--- config.mk ---
export PLATFORM = sky130hd
export DESIGN_NAME = cdc_req_sender_flat
export DESIGN_NICKNAME = d
export VERILOG_FILES = /design/src/rtl/cdc_req_sender_if.sv /design/src/rtl/cdc_req_sender.sv /design/src/flat_wrapper.sv
export SDC_FILE = /design/constraint.sdc
export NUM_CORES = 1
export LEC_CHECK = 0
export BUFFER_PORTS_ARGS = -buffer_cell sky130_fd_sc_hd__buf_2
export CORE_AREA = 4 4 41 43
export DETAILED_ROUTE_END_ITERATION = 6
export DIE_AREA = 0 0 45 47
export GPL_TIMING_DRIVEN = 0
export PLACE_DENSITY = 0.71
export SYNTH_ARGS = -nofsm -noshare
export SYNTH_HDL_FRONTEND = slang
export SYNTH_SLANG_ARGS = --single-unit
--- constraint.sdc ---
create_clock -name clk_a -period 1.65 [get_ports clk_a]
set_input_delay 0.165 -clock clk_a [delete_from_list [all_inputs] [get_ports clk_a]]
set_output_delay 0.165 -clock clk_a [all_outputs]
set_load 0.1 [all_outputs]
--- src/rtl/cdc_req_sender_if.sv ---
// cdc_req_sender_if: word/handshake bundle between the source user, the sender and the far-domain receiver
interface cdc_req_sender_if #(parameter int data_width = 8);
  logic [data_width-1:0] data_in;
  logic                  valid;
  logic                  ready;
  logic [data_width-1:0] data_out;
  logic                  req_tgl;
  logic                  ack_tgl;
  logic                  done;
  logic                  err_clr;
  logic                  timeout_err;
  modport master (
    input  data_in, valid, ack_tgl, err_clr,
    output ready, data_out, req_tgl, done, timeout_err
  );
  modport slave (
    output data_in, valid, ack_tgl, err_clr,
    input  ready, data_out, req_tgl, done, timeout_err
  );
endinterface

--- src/rtl/cdc_req_sender.sv ---
// cdc_req_sender: source end of a two-phase toggle req/ack CDC handshake, all logic in clk_a
module cdc_req_sender #(
  parameter int data_width = 8,
  parameter int sync_size  = 2,
  parameter int timeout    = 0
) (
  input  logic               clk_a,
  input  logic               rst_n,
  cdc_req_sender_if.master   bus
);
  localparam int cw = timeout > 0 ? $clog2(timeout + 1) : 1;
  typedef enum logic {IDLE, WAIT} state_t;
  state_t                r_state, w_state;
  logic [sync_size-1:0]  r_sync;
  logic [data_width-1:0] r_data, w_data;
  logic                  r_req, w_req;
  logic                  r_done, w_done;
  logic                  r_err, w_err;
  logic [cw-1:0]         r_cnt, w_cnt;
  logic                  w_ack_s, w_hit;
  assign w_ack_s = r_sync[sync_size-1];
  always_ff @(posedge clk_a or negedge rst_n) begin
    if (!rst_n) begin
      r_sync  <= '0;
      r_state <= IDLE;
      r_data  <= '0;
      r_req   <= 1'b0;
      r_done  <= 1'b0;
      r_err   <= 1'b0;
      r_cnt   <= '0;
    end else begin
      r_sync  <= {r_sync[sync_size-2:0], bus.ack_tgl};
      r_state <= w_state;
      r_data  <= w_data;
      r_req   <= w_req;
      r_done  <= w_done;
      r_err   <= w_err;
      r_cnt   <= w_cnt;
    end
  end
  // a match on the timeout edge completes the transfer instead of flagging an error
  always_comb begin
    w_state = r_state;
    w_data  = r_data;
    w_req   = r_req;
    w_done  = 1'b0;
    w_cnt   = r_cnt;
    w_hit   = 1'b0;
    if (r_state == IDLE) begin
      if (bus.valid) begin
        w_state = WAIT;
        w_data  = bus.data_in;
        w_req   = ~r_req;
        w_cnt   = '0;
      end
    end else if (w_ack_s == r_req) begin
      w_state = IDLE;
      w_done  = 1'b1;
    end else begin
      w_hit = timeout > 0 && r_cnt == cw'(timeout - 1);
      w_cnt = (timeout > 0 && r_cnt != cw'(timeout)) ? r_cnt + 1'b1 : r_cnt;
    end
    w_err = w_hit | (r_err & ~bus.err_clr);
  end
  assign bus.ready       = r_state == IDLE;
  assign bus.data_out    = r_data;
  assign bus.req_tgl     = r_req;
  assign bus.done        = r_done;
  assign bus.timeout_err = r_err;
endmodule

--- src/flat_wrapper.sv ---
// flat-port wrapper written by rule: the top's interface ports become plain ports
module cdc_req_sender_flat 
#(
  parameter int data_width = 8,
  parameter int sync_size  = 2,
  parameter int timeout    = 0
)
  (clk_a, rst_n, bus_data_in, bus_valid, bus_ack_tgl, bus_err_clr, bus_ready, bus_data_out, bus_req_tgl, bus_done, bus_timeout_err);
  cdc_req_sender_if #(.data_width(data_width)) bus_i ();
  input  logic clk_a;
  input  logic rst_n;
  input wire logic [$bits(bus_i.data_in)-1:0] bus_data_in;
  input wire logic [$bits(bus_i.valid)-1:0] bus_valid;
  input wire logic [$bits(bus_i.ack_tgl)-1:0] bus_ack_tgl;
  input wire logic [$bits(bus_i.err_clr)-1:0] bus_err_clr;
  output wire logic [$bits(bus_i.ready)-1:0] bus_ready;
  output wire logic [$bits(bus_i.data_out)-1:0] bus_data_out;
  output wire logic [$bits(bus_i.req_tgl)-1:0] bus_req_tgl;
  output wire logic [$bits(bus_i.done)-1:0] bus_done;
  output wire logic [$bits(bus_i.timeout_err)-1:0] bus_timeout_err;
  assign bus_i.data_in = bus_data_in;
  assign bus_i.valid = bus_valid;
  assign bus_i.ack_tgl = bus_ack_tgl;
  assign bus_i.err_clr = bus_err_clr;
  assign bus_ready = bus_i.ready;
  assign bus_data_out = bus_i.data_out;
  assign bus_req_tgl = bus_i.req_tgl;
  assign bus_done = bus_i.done;
  assign bus_timeout_err = bus_i.timeout_err;
  cdc_req_sender #(.data_width(data_width), .sync_size(sync_size), .timeout(timeout)) u_core (.clk_a(clk_a), .rst_n(rst_n), .bus(bus_i));
endmodule
; ---- Word level (Yosys, flattened, before mapping)
; Index checks and enable logic that the tools add are counted.
; Widths: inputs -> output; s select.
[totals]
register_bits = 14
input_bits = 13
elab_cells = 17
[op_classes]
eq_ne = 1
muxes = 5
bitwise = 4
reduce_logical = 1
[ops]
columns = operator, count
row1 = $mux 1, 5
row2 = $not 1->1, 3
row3 = $reduce_and 2->1, 1
row4 = $and 1x1->1, 1
row5 = $eq 1x1->1, 1

; ---- Depth between registers and ports, before layout
; Gate-level depths: netlist of run 1.
[depth]
word_depth = 3
mapped_depth = 3
depth_no_buf = 2

; ---- Worst setup path after synthesis of run 1
; Ideal clock, no wire load.
[synth_timing]
kind = register to register
from = register u_core.r_req, in the netlist u_core.bus.req_tgl
to = register u_core.r_done, in the netlist u_core.bus.done
setup_time_ns = 0.119
arrival_ns = 1.296
required_time_ns = 1.531
slack_ns = 0.235
stages_incl_launch_ff = 3
path_buffers = 0
period_less_slack_ns = 1.415
cell_sequence = dfrtp_1 xnor2_1 and2_1
[synth_between]
elab_chain_cells = 3
[synth_rtl]
columns = element, line_no
row1 = start: declaration, cdc_req_sender.sv:16  ; logic r_req, w_req;
row2 = start signal: assignment, cdc_req_sender.sv:35  ; r_req <= w_req;
row3 = $eq 1x1->1, cdc_req_sender.sv:56  ; end else if (w_ack_s == r_req) begin
row4 = $mux 1, cdc_req_sender.sv:56
row5 = $mux 1, cdc_req_sender.sv:49  ; if (r_state == IDLE) begin
row6 = net u_core.w_done, cdc_req_sender.sv:17  ; logic r_done, w_done;
row7 = end signal: assignment, cdc_req_sender.sv:36  ; r_done <= w_done;
row8 = end: declaration, cdc_req_sender.sv:17
; The timed path passes the listed nets, and every way through them passes these cells.
; A chain may end at the register's enable or synchronous reset.

; ---- Final worst setup path of run 1
[layout_timing]
from = register u_core.r_state
to = output port bus_ready
[layout_between]
elab_chain_cells = 1
[layout_rtl]
columns = element, line_no
row1 = start: declaration, cdc_req_sender.sv:13  ; state_t r_state, w_state;
row2 = start signal: assignment, cdc_req_sender.sv:33  ; r_state <= w_state;
row3 = $not 1->1 (no source line), n/a
row4 = end: declaration, flat_wrapper.sv:16  ; output wire logic [$bits(bus_i.ready)-1:0] bus_ready;
; No other way between the ends.

==> metrics.md, run 1 <==
| Metric | Value |
|---|---|
| Outcome | `completed` |
| Tightest Hold Check Type | `primary input to register` |
| Slowest CP cell | `sky130_fd_sc_hd__dfrtp_1` |
| Arrival time at the worst endpoint | `1.17 ns` |
| Cells taking the most area after synthesis | `sky130_fd_sc_hd__dfrtp_1 66%, sky130_fd_sc_hd__mux2_4 23%, sky130_fd_sc_hd__nor2b_1 2.4%, sky130_fd_sc_hd__buf_6 2.1%, sky130_fd_sc_hd__xnor2_1 1.7%` |
| Vias in the first global route | `394` |
| Pre-Repair DR Iteration Count | `2` |
| Initial standard-cell utilization of the core | `about two fifths` |
| Termination of the worst setup path | `bus_ready` |
| Final setup violation count | `0` |
| Length in cells of the worst reg-to-reg path | `3` |
| Worst endpoint required time | `around 1.5 ns` |
| Kind of start point of the critical path | `register` |
| Capture instance of the worst register-to-register path | `u_core.bus.data_out[2]$_DFFE_PN0P_` |
| Largest driver fanout on the critical path | `5` |
| Endpoints failing hold | `0` |
| Total number of cells along the worst setup path | `2` |
| Buffers plus inverters on the worst setup path | `2` |
| Post-synthesis register bit count | `14` |
| Via Count | `347` |
| Share of the yosys chip area belonging to registers | `around two thirds` |
| CP cell instances | `inv_1 > buf_2` |
| Die area | `2120 um^2` |
| Top flip-flop cell by instance count after synthesis | `sky130_fd_sc_hd__dfrtp_1` |
| Sum of negative setup slack | `0 ns` |
| Insertion delay to the later sink of the worst-skew pair | `between 0.2 and 0.3 ns` |
| CTS tree | `done` |
| Share of layout cells above drive strength 1 | `between 60% and 70%` |
| Layout filler cell count | `roughly 130` |
| Worst hold slack | `around 0.034 ns` |
| Iter 0 DRT Violations | `2` |
| Placement Cell Area | `roughly 670 um^2` |
| Worst slew margin relative to its limit | `between 60% and 70%` |
| Period Utilization, post-route | `between 80% and 90%` |
| DRC violations left | `0` |
| Ratio of routed vias to standard cells | `4.57` |
| Class of the most critical setup path | `register to primary output` |
| Post-synthesis to final-layout area growth | `36.8%` |
| Num CTS Buffers | `3` |
| Antenna diode count | `0` |
| Max Cap Viol | `0` |
| Worst Skew | `~0.0029 ns` |
| Die Y-Extent | `roughly 47 um` |
| CTS clock-pin slew for the worst setup and hold paths | `around 0.08 ns` |
| Total standard cell area after synthesis | `between 500 and 600 um^2` |
| Reg-to-Reg Start | `u_core.r_state$_DFF_PN0_` |
| Synth warnings | `0` |
| Largest area contributor in the synthesized netlist | `sky130_fd_sc_hd__dfrtp_1` |
| Count of flip-flops with a built-in enable after synthesis | `0` |
| Maximum achievable frequency | `around 750 MHz` |
| Launch point of the critical path | `u_core.r_state$_DFF_PN0_` |
| Number of setup buffers added after CTS | `0` |
| Total Routed Length | `roughly 1000 um` |
| CTS Root Buffer Type | `sky130_fd_sc_hd__clkbuf_4` |
| Unrepaired setup endpoints after global routing | `false` |
| Rows | `13` |
| Layout Nets | `75` |
| Total congestion overflow | `0` |
| Remaining antenna violation count after routing | `0` |
| Most instantiated library cell after synthesis | `sky130_fd_sc_hd__dfrtp_1` |
| Critical path's top delay family | `buffers and inverters` |
| Maximum count of clock buffers along a single path | `2` |
| Global-route wire length before repair | `1.70 mm` |
| Number of instances in the synthesized netlist | `31` |
| Count of cell types in the netlist | `10` |
| Tightest Pin Transition | `about 0.49 ns` |
| Area used by sequential logic in the layout | `around 350 um^2` |
| Multi-input gate area | `about 170 um^2` |
| Endpoint type of the worst setup path | `primary output` |
| Number of buffers added on ports | `24` |
| Area fraction of the dominant cell type after synthesis | `between 60% and 70%` |
| Share of synthesized flip-flops with an asynchronous set or reset | `between 90% and 100%` |
| Syn_area_per_cell | `around 17 um^2` |
| Antenna violations before repair | `0` |
| Core outline area | `1300 um^2` |
| Per-cell routed wire length | `roughly 13 um` |
| RePlAce Congestion | `about 0.6` |
| Syn nets | `44` |
| GR Util All Layers | `between 10% and 20%` |
| Count of pins on the block boundary | `25` |
| Setup slack of the worst register-to-register path | `between 0.4 and 0.5 ns` |
| Number of slew-limit violations in the final report | `0` |
| Minimum clock period | `between 1 and 1.5 ns` |
| Horizontal extent of the die | `between 40 and 50 um` |
| Area of all placed cells without fillers | `726 um^2` |
| Number of sinks handled by clock tree synthesis | `14` |
| H-tree Lvls | `1` |
| Slowest Stage Delay on Critical Path | `around 0.42 ns` |
| Maximum number of pins on one net before global-route repair | `15` |
| Synth cell count leaders | `14 x sky130_fd_sc_hd__dfrtp_1, 8 x sky130_fd_sc_hd__mux2_4, 2 x sky130_fd_sc_hd__nor2b_1` |
[per-layer routing]
metal | GRT usage (%) | vias up | wire length, um
met2 | 20.6 | 18 | 516
met3 | 3.45 | 0 | 99
li1 | - | 160 | -
met1 | 12.6 | 169 | 364
met5 | 0 | - | 0
met4 | 5.26 | 0 | 0
[per-stage QoR]
stage	setup slack [ns]	util [%]	cells
6_report	0.314	55.8	76
5_1_grt	0.245	55.8	76
4_1_cts	0.295	55.8	76
3_5_place_dp	0.479	51.4	70
3_3_place_gp	0.488	51.4	70
2_1_floorplan	0.235	-	31
[worst min path at each step]
| stage | start | end | slack [ns] | depth (start not counted) |
|---|---|---|---|---|
| 2_1_floorplan | rst_n | u_core.bus.data_out[0]$_DFFE_PN0P_ | -0.13 | 0 |
| 3_3_place_gp | rst_n | u_core.bus.done$_DFF_PN0_ | 0.07 | 1 |
| 3_5_place_dp | rst_n | u_core.bus.done$_DFF_PN0_ | 0.08 | 1 |
| 4_1_cts | bus_err_clr | u_core.bus.timeout_err$_DFF_PN0_ | 0.03 | 2 |
| 5_1_grt | bus_err_clr | u_core.bus.timeout_err$_DFF_PN0_ | 0.02 | 2 |
| 6_report | bus_err_clr | u_core.bus.timeout_err$_DFF_PN0_ | 0.03 | 2 |
[registers in the layout, indices dropped and copies added (netlist names)]
name / count
u_core.bus.done: 1
u_core.bus.timeout_err: 1
u_core.bus.req_tgl: 1
u_core.r_sync: 2
u_core.r_state: 1
u_core.bus.data_out: 8
[what timing repair did]
action / CTS / global route
resized for setup: 0 / 0
endpoints found under the setup margin: 0 / 0
hold endpoints to repair: 15 / 0
hold buffers: 2 / 0
[kinds of logic after synthesis]
family / after synthesis / synth area share, %
AOI/OAI and AO/OA: 1 / 0.942
and+or+nand+nor: 4 / 4.24
muxes: 8 / 22.6
buffers and inverters: 2 / 2.83
xor gates and xnor gates: 2 / 3.30
DFF: 14 / 66.0
[placed cells by master, fill, tap and decap left out, drive strengths merged]
master	netlist	routed
xnor2	1	1
dfrtp	14	14
buf	1	25
nor2	1	1
xor2	1	1
mux2	8	8
inv	1	1
a21oi	1	1
and2	1	1
dlygate4sd3	0	2
nor2b	2	2
clkbuf	0	4
[final cells by class]
type	count	area share, %
Sequential cell	14	48.3
Inverter	1	0.517
Multi-Input combinational cell	15	22.8
Clock buffer	4	5.00
Tap cell	15	2.59
Buffer	1	1.55
Timing Repair Buffer	26	19.3
Power of run 1 is not shown: default switching activity piles up to over one toggle a cycle in this logic, so the estimate is an artifact.
==> run 2: changes to the inputs <==
Clock period 1.65 ns to 1.3 ns, I/O delays scaled along.
==> run 2 against run 1 <==
Compared with the run above:
- core utilization up 0.29 points
- final area up 0.52%
- critical endpoint is now bus_req_tgl
- flip-flop and latch count did not move
- largest cell class unchanged
==> metrics.md, run 2 (synthesized netlist as in run 1, its figures left out) <==
| Metric | Value |
|---|---|
| Insertion delay to the later sink of the worst-skew pair | `around 0.27 ns` |
| Iter 0 DRT Violations | `2` |
| Max reg flops | `8` |
| Number of buffers added on ports | `24` |
| Minimum clock period | `between 1 and 1.5 ns` |
| Buffers plus inverters on the worst setup path | `1` |
| GR Util All Layers | `a little under an eighth` |
| Total congestion overflow | `0` |
| Top library cells by usage in the layout, fill and taps aside | `23 x sky130_fd_sc_hd__buf_2, 13 x sky130_fd_sc_hd__dfrtp_1, 8 x sky130_fd_sc_hd__mux2_4` |
| Slowest CP cell | `sky130_fd_sc_hd__buf_2` |
| Die area | `2120 um^2` |
| Count of pins on the block boundary | `25` |
| Initial standard-cell utilization of the core | `40.8%` |
| CTS tree | `done` |
| CTS clock-pin slew for the worst setup and hold paths | `0.08 ns` |
| Worst endpoint required time | `~1.2 ns` |
| Maximum count of clock buffers along a single path | `2` |
| Largest driver fanout on the critical path | `3` |
| Rows | `13` |
| Global-route wire length before repair | `1.62 mm` |
| Class of the most critical setup path | `register to primary output` |
| Maximum achievable frequency | `810 MHz` |
| Tightest Hold Check Type | `primary input to register` |
| Die Y-Extent | `around 47 um` |
| Number of placed instances with taps included | `70` |
| Unrepaired setup endpoints after global routing | `false` |
| RePlAce Congestion | `~0.58` |
| Beginning of the worst hold path | `bus_data_in[2]` |
| Outcome | `completed` |
| Vias in the first global route | `398` |
| Ratio of routed vias to standard cells | `between 4 and 5` |
| CTS Root Buffer Type | `sky130_fd_sc_hd__clkbuf_4` |
| Launch point of the critical path | `u_core.bus.req_tgl$_DFFE_PN0P_` |
| Worst slew margin relative to its limit | `between 60% and 70%` |
| Num CTS Buffers | `3` |
| DRC violations left | `0` |
| Layout Nets | `76` |
| Pre-Repair DR Iteration Count | `2` |
| Remaining antenna violation count after routing | `0` |
| Share of layout cells above drive strength 1 | `59.7%` |
| Number of slew-limit violations in the final report | `0` |
| Horizontal extent of the die | `between 40 and 50 um` |
| Final Instance Count excl. Fillers | `77` |
| Reg-to-Reg Start | `u_core.r_state$_DFF_PN0_` |
| Worst Slack Setup Final | `0.0654 ns` |
| H-tree Lvls | `1` |
| Tightest Pin Transition | `roughly 0.49 ns` |
| Sum of negative setup slack | `0 ns` |
| Worst Skew | `0.00451 ns` |
| Kind of start point of the critical path | `register` |
| Critical path's top delay family | `buffers and inverters` |
| Worst-case setup slack after placement | `roughly 0.10 ns` |
| Per-cell routed wire length | `12.4 um` |
| Number of sinks handled by clock tree synthesis | `14` |
| Endpoints failing hold | `0` |
| Post-synthesis to final-layout area growth | `37.5%` |
| Endpoint type of the worst setup path | `primary output` |
| Arrival time at the worst endpoint | `1.10 ns` |
| Slowest Stage Delay on Critical Path | `~0.43 ns` |
| Maximum number of pins on one net before global-route repair | `15` |
| Via Count | `between 300 and 400` |
| Antenna violations before repair | `0` |
| Final setup violation count | `0` |
| Antenna diode count | `0` |
| Period Utilization, post-route | `95.0%` |
| Most common cell after layout, fill and taps aside | `sky130_fd_sc_hd__buf_2` |
| Max Cap Viol | `0` |
| CP cell instances | `buf_2` |
| Total Routed Length | `about 960 um` |
| Core outline area | `1300 um^2` |
run 2: changes by cell type in the layout (fill, tap and decap cells not counted), sizes merged:
cell and delta:
dlygate4sd3 +1
run 2: per-stage QoR:
stage | area, um^2 | utilization, % | hold slack [ns]
6_report | 729 | 56.1 | 0.0885
3_3_place_gp | 671 | 51.5 | 0.0310
2_1_floorplan | 532 | - | -0.166
3_5_place_dp | 671 | 51.5 | 0.0312
4_1_cts | 729 | 56.1 | 0.0764
5_1_grt | 729 | 56.1 | 0.0631
run 2: area by class of cell:
cell class              instances  area [um^2]
multi-input cells              15          165
well taps                      15         18.8
repair buffers                 27          153
clock buffers                   4         26.3
flip-flops and latches         14          352
plain buffers                   1         11.3
fillers                       131          572
inverters                       1         3.75
run 2: path summary, 6_finish.rpt:
path	endpoint	cells past startpoint	slack (ns)
min in group asynchronous	u_core.bus.data_out[1]$_DFFE_PN0P_	2	0.27
worst min register to register	u_core.r_sync[1]$_DFF_PN0_	0	0.36
worst max register to register	u_core.bus.data_out[0]$_DFFE_PN0P_	3	0.11
max in group asynchronous	u_core.bus.req_tgl$_DFFE_PN0P_	2	0.79
worst min-delay path	u_core.bus.data_out[2]$_DFFE_PN0P_	2	0.09
worst max-delay path	bus_req_tgl	1	0.07
run 2: metal layers:
metal / up-vias / global-route usage (%) / wire length, um
met5: - / 0 / 0
met1: 156 / 12.6 / 383
li1: 164 / - / -
met2: 22 / 18.4 / 443
met4: 0 / 8.77 / 0
met3: 0 / 3.83 / 128
run 2: what timing repair did:
action | in CTS | in global routing
setup endpoints to repair | 1 | 0
endpoints found under the hold margin | 16 | 0
hold buffers | 3 | 0
gates resized for setup | 1 | 0
buffers inserted | 0 | 0
Power of run 2 is left out for the same reason.
